**src/rtl/lcv_mul32_seq.sv**
```systemverilog
// ---------------------------------------------------------------------------
// lcv_mul32_seq
//   Sequential 32x32 -> 64-bit multiplier. Operands are split into 16-bit
//   halves and the four 16x16 partial products are accumulated one per cycle,
//   so only a single 16x16 multiplier is needed. One operation in flight.
//
//   Optional feature macro: LCV_MUL32_SEQ_SIGNED_EN
//     defined     : inp_signed honoured (abs-value at accept, FIX negate state)
//     not defined : all operations unsigned, latency always 4 after accept
//
// Handshake: a transfer happens on a rising edge where valid and ready are
//   both 1. inp_ready is high only in IDLE; outp_valid is high only in DONE
//   and outp_prod is held stable until outp_ready is seen.
//
// Ports:
//   clk          in   rising-edge clock
//   rst          in   asynchronous reset, active-low
//   inp_valid    in   operands present
//   inp_ready    out  block can accept (IDLE only)
//   inp_a        in   [31:0] multiplicand
//   inp_b        in   [31:0] multiplier
//   inp_signed   in   1 = two's-complement operands (signed build only)
//   outp_valid   out  product available
//   outp_ready   in   consumer takes product
//   outp_prod    out  [63:0] product (always the accumulator register)
//   dbg_state_o  out  [1:0] current FSM state for debug/checkers
// ---------------------------------------------------------------------------
module lcv_mul32_seq (
  input  logic        clk,
  input  logic        rst,
  input  logic        inp_valid,
  output logic        inp_ready,
  input  logic [31:0] inp_a,
  input  logic [31:0] inp_b,
  input  logic        inp_signed,
  output logic        outp_valid,
  input  logic        outp_ready,
  output logic [63:0] outp_prod,
  output logic [1:0]  dbg_state_o
);

  typedef enum logic [1:0] {
    S_IDLE = 2'd0,
    S_MUL  = 2'd1,
    S_FIX  = 2'd2,
    S_DONE = 2'd3
  } state_e;

  state_e      state_q, state_d;
  logic [1:0]  step_q, step_d;
  logic [31:0] a_q, a_d;
  logic [31:0] b_q, b_d;
  logic [63:0] acc_q, acc_d;

  // Operand magnitudes and result sign captured at accept.
  logic [31:0] a_mag, b_mag;
  logic        neg_in;

`ifdef LCV_MUL32_SEQ_SIGNED_EN
  logic neg_q, neg_d;

  // 0 - 0x8000_0000 wraps back to 0x8000_0000, which is the correct
  // magnitude when read as unsigned, so no special case is needed.
  assign a_mag  = (inp_signed && inp_a[31]) ? (32'd0 - inp_a) : inp_a;
  assign b_mag  = (inp_signed && inp_b[31]) ? (32'd0 - inp_b) : inp_b;
  assign neg_in = inp_signed & (inp_a[31] ^ inp_b[31]);
`else
  logic unused_signed;
  assign unused_signed = inp_signed;
  assign a_mag  = inp_a;
  assign b_mag  = inp_b;
  assign neg_in = 1'b0;
`endif

  // Partial product selection: step[1] picks the high half of a, step[0]
  // the high half of b; the shift is 16 per high half used (0/16/16/32).
  logic [15:0] a_half, b_half;
  logic [31:0] pp32;
  logic [5:0]  pp_shamt;
  logic [63:0] pp64;

  assign a_half   = step_q[1] ? a_q[31:16] : a_q[15:0];
  assign b_half   = step_q[0] ? b_q[31:16] : b_q[15:0];
  assign pp32     = a_half * b_half;
  assign pp_shamt = {step_q[1] & step_q[0], step_q[1] ^ step_q[0], 4'b0000};
  assign pp64     = {32'h0, pp32} << pp_shamt;

  always_comb begin
    state_d    = state_q;
    step_d     = step_q;
    a_d        = a_q;
    b_d        = b_q;
    acc_d      = acc_q;
`ifdef LCV_MUL32_SEQ_SIGNED_EN
    neg_d      = neg_q;
`endif
    inp_ready  = 1'b0;
    outp_valid = 1'b0;

    case (state_q)
      S_IDLE: begin
        inp_ready = 1'b1;
        if (inp_valid) begin
          a_d     = a_mag;
          b_d     = b_mag;
`ifdef LCV_MUL32_SEQ_SIGNED_EN
          neg_d   = neg_in;
`endif
          acc_d   = 64'h0;
          step_d  = 2'd0;
          state_d = S_MUL;
        end
      end
      S_MUL: begin
        acc_d  = acc_q + pp64;
        step_d = step_q + 2'd1;
        if (step_q == 2'd3) begin
`ifdef LCV_MUL32_SEQ_SIGNED_EN
          state_d = neg_q ? S_FIX : S_DONE;
`else
          state_d = S_DONE;
`endif
        end
      end
      S_FIX: begin
`ifdef LCV_MUL32_SEQ_SIGNED_EN
        acc_d   = ~acc_q + 64'd1;
        state_d = S_DONE;
`else
        // Unreachable in the unsigned build.
        state_d = S_IDLE;
`endif
      end
      S_DONE: begin
        outp_valid = 1'b1;
        if (outp_ready) state_d = S_IDLE;
      end
      default: state_d = S_IDLE;
    endcase
  end

  always_ff @(posedge clk or negedge rst) begin
    if (!rst) begin
      state_q <= S_IDLE;
      step_q  <= 2'd0;
      a_q     <= 32'h0;
      b_q     <= 32'h0;
      acc_q   <= 64'h0;
`ifdef LCV_MUL32_SEQ_SIGNED_EN
      neg_q   <= 1'b0;
`endif
    end else begin
      state_q <= state_d;
      step_q  <= step_d;
      a_q     <= a_d;
      b_q     <= b_d;
      acc_q   <= acc_d;
`ifdef LCV_MUL32_SEQ_SIGNED_EN
      neg_q   <= neg_d;
`endif
    end
  end

  assign outp_prod   = acc_q;
  assign dbg_state_o = state_q;

  // neg_in is only consumed by the signed build.
  logic unused_neg;
  assign unused_neg = neg_in;

endmodule
```
**config.mk**
```make
export PLATFORM = sky130hd
export DESIGN_NAME = lcv_mul32_seq
export DESIGN_NICKNAME = d
export VERILOG_FILES = /design/src/rtl/lcv_mul32_seq.sv
export SDC_FILE = /design/constraint.sdc
export NUM_CORES = 1
export LEC_CHECK = 0
export ABC_AREA = 1
export CAP_MARGIN = 20
export CORE_MARGIN = 2
export CORE_UTILIZATION = 56
export DETAILED_ROUTE_END_ITERATION = 12
export GPL_TIMING_DRIVEN = 0
export PLACE_DENSITY = 0.8
export SETUP_SLACK_MARGIN = 0.2
export SYNTH_ARGS = -nofsm -noshare
export SYNTH_HDL_FRONTEND = slang
export SYNTH_SLANG_ARGS = --single-unit
```
**constraint.sdc**
```tcl
create_clock -name clk -period 7.86 [get_ports clk]
set_clock_uncertainty 0.2 [all_clocks]
set_input_delay 0.786 -clock clk [delete_from_list [all_inputs] [get_ports clk]]
set_output_delay 0.786 -clock clk [all_outputs]
set_load 0.005 [all_outputs]
```
==> results.sh <==
export IMPL_cts_tree="yes"
export IMPL_root_buffer="clkbuf_16"
export IMPL_r2r_cells=42
export IMPL_hpwl_mm=56.1
export IMPL_grt_start_max_net_pins=96
export IMPL_htreeDepth=4
export IMPL_synth_edf_count=0
export IMPL_post_route_util_pct=85.2
export IMPL_gp_congestion=1.04
export IMPL_pin_count=137
export IMPL_coreArea_mm2=0.0334
export IMPL_rows=67
export IMPL_grt_pass1_vias=21700
export IMPL_port_buffers=135
export IMPL_area_growth_pct=50.4
export IMPL_cpMostUsedCell="fa_1"
export IMPL_drive_gt1_share_pct=35.4
export IMPL_synth_seq_cells=132
export IMPL_ys_types=45
export IMPL_async_reset_ff_share_pct=100
export IMPL_period_needed_ns=8.54
export IMPL_insertion_delay_ns=0.47
export IMPL_drc_errors=0
export IMPL_clock_sinks=132
export IMPL_r2r_end="outp_prod[46]"
export IMPL_die_area_mm2=0.0352
export IMPL_setup_ws_ns=-0.682
export IMPL_reg2reg_from="step_q[1]"
export IMPL_cp_slowest_stage_delay_ns=0.54
export IMPL_cts_buffer_depth=2
export IMPL_violations="negative setup slack"
export IMPL_setup_viol=50
export IMPL_hold_class="input port to asynchronous set/reset pin"
export IMPL_grt_pass1_wl_mm=118
export IMPL_mostFrequentLayoutCell="nand2_1"
export IMPL_max_freq_mhz=117
export IMPL_wl_mm=89.6
export IMPL_drt_wirelength_per_cell_um=25.0
export IMPL_fill_cells=1726
export IMPL_synth_warnings=0
export IMPL_start_util_pct=56.6
export IMPL_syn_nets=3150
export IMPL_numCtsBuffers=17
export IMPL_critPathRequiredTime_ns=8.01
export IMPL_rsz0062_at_grt="true"
export IMPL_holdBufCountCts=0
export IMPL_num_vias=22600
export IMPL_drt_first_iter_violations=2383
export IMPL_fp_dieH_um=188
export IMPL_maxCapViolCount=0
export IMPL_drtAntennaViolNets=0
export IMPL_antenna_found_initial=0
export IMPL_critPathSlowestCell="fa_1"
export IMPL_reg2reg_slack_ns=-0.68
export IMPL_n_antenna_cell=0
export IMPL_worst_setup_path_start_kind="flop"
export IMPL_tightest_slew_ns=1.15
export IMPL_syn_inst=2718
export IMPL_synth_seq_area_share_pct=17.5
export IMPL_clkTransAtPathRegs_ns=0.07
export IMPL_dr_pass1_iters=7
export IMPL_synth_top_flop_cell="dfrtp_1"
export IMPL_timing_hold_violations_final=0
export IMPL_fin_nets=3560
export IMPL_syn_area_mm2=0.0189
export IMPL_crit_type="flop to flop"
export IMPL_overflow=0
export IMPL_track_usage_pct=43.8
export IMPL_die_w_um=188
export IMPL_vias_per_cell=6.30
export IMPL_syn_avg_cell_area_um2=6.95
export IMPL_path_max_fanout=8
export IMPL_endpoint_kind="flop"
export IMPL_mostFrequentLayoutCells="nand2_1, inv_1, nor2_1"
export IMPL_slew_viol_final=0
export IMPL_period_share_pct=109
export IMPL_relSlewSlack_pct=23.3
export IMPL_outcome="finished, violations left"
export IMPL_worstPathArrival_ns=8.70
-- state kept, by name, summed over array words and instances, names as in the netlist --
| register | count |
|---|---|
| b_q | 32 |
| step_q | 2 |
| a_q | 32 |
| outp_prod | 64 |
| dbg_state_o | 2 |
-- cell type report --
class	instances	area [um2]	share of cell area, %
clock inverters	15	181	0.638
repair inverters	1	8.76	0.0308
repair buffers	390	3640	12.8
plain buffers	61	455	1.60
flip-flops and latches	132	3300	11.6
inverters	451	1780	6.26
clock buffers	17	425	1.50
multi-input cells	2074	18100	63.6
well taps	448	561	1.97
-- metrics by stage --
stage	instance area, um2	TNS [ns]	hold slack [ns]	instances	worst slack, ns
6_report	28400	-26.65	0.0140	3589	-0.682
2_1_floorplan	18900	0	0.241	2718	0.250
3_3_place_gp	20800	-88.07	0.254	3301	-2.25
3_5_place_dp	20900	-78.64	0.262	3304	-1.96
4_1_cts	25100	-6.54	0.0413	3477	-0.243
5_1_grt	28400	-33.27	0.0422	3589	-0.843
-- layer usage --
metal | share of wire (%) | track usage, %
met2 | 46 | 75.0
met5 | 0 | 0
met1 | 32 | 47.3
met4 | 12 | 34.7
met3 | 10 | 8.83
-- worst max-delay path: cells and delay by family, from the launching register on --
| kind | cells | cell delay (ns) |
|---|---|---|
| adders and majority gates | 8 | 3.67 |
| and+or+nand+nor | 14 | 1.61 |
| DFF | 1 | 0.39 |
| buffers and inverters | 12 | 1.32 |
| AOI/OAI and AO/OA | 7 | 1.01 |
| xor gates and xnor gates | 1 | 0.22 |
-- worst max path at each step --
stage	startpoint	slack, ns	depth (start not counted)	end
after global routing	step_q[1]	-0.84	42	outp_prod[54]
final	step_q[1]	-0.68	42	outp_prod[46]
after floorplan	step_q[1]	0.25	42	outp_prod[42]
after global placement	step_q[0]	-2.25	38	outp_prod[54]
after CTS	step_q[1]	-0.24	44	outp_prod[38]
after detailed placement	step_q[0]	-1.96	37	outp_prod[54]
-- kinds of logic after synthesis --
group / Yosys count / synth area share (%)
fa+ha+maj: 363 / 31.8
xor+xnor: 31 / 1.44
compound gates: 405 / 12.0
simple gates: 1273 / 26.9
flops: 132 / 17.5
buf+inv: 512 / 10.2
mux: 2 / 0.106
-- synth_stat cells (5+ instances only) --
cell type | instances | area, um2
clkinv_1 | 10 | 37.5
nor2_1 | 369 | 1390
o21ai_2 | 10 | 87.6
xnor2_1 | 10 | 87.6
nor4_1 | 7 | 43.8
nor3_1 | 21 | 105
o21bai_1 | 11 | 82.6
xor2_1 | 21 | 184
or2_2 | 20 | 125
a21boi_0 | 5 | 37.5
a21oi_2 | 6 | 52.6
buf_2 | 9 | 45.0
ha_1 | 168 | 2100
nand3_2 | 6 | 60.1
o21ai_1 | 37 | 185
clkbuf_1 | 46 | 173
o22ai_1 | 7 | 43.8
o21ai_0 | 149 | 746
fa_1 | 195 | 3900
dfrtp_1 | 132 | 3300
a31oi_1 | 14 | 87.6
a21oi_1 | 130 | 651
o21a_1 | 7 | 52.6
nand3_1 | 67 | 335
nand2_2 | 8 | 50.1
inv_1 | 440 | 1650
a21o_1 | 14 | 105
nand2_1 | 747 | 2800
nand4_1 | 13 | 81.3
buf_1 | 6 | 22.5
-- what timing repair did --
action                                  4_1_cts  5_1_grt
resized for setup                           686      611
endpoints found under the setup margin       53       52
pin swaps                                   164      260
setup buffers                               139      112
cloned                                        2        0
Power is not shown: default switching activity piles up to over one toggle a cycle in this logic, so the estimate is an artifact.
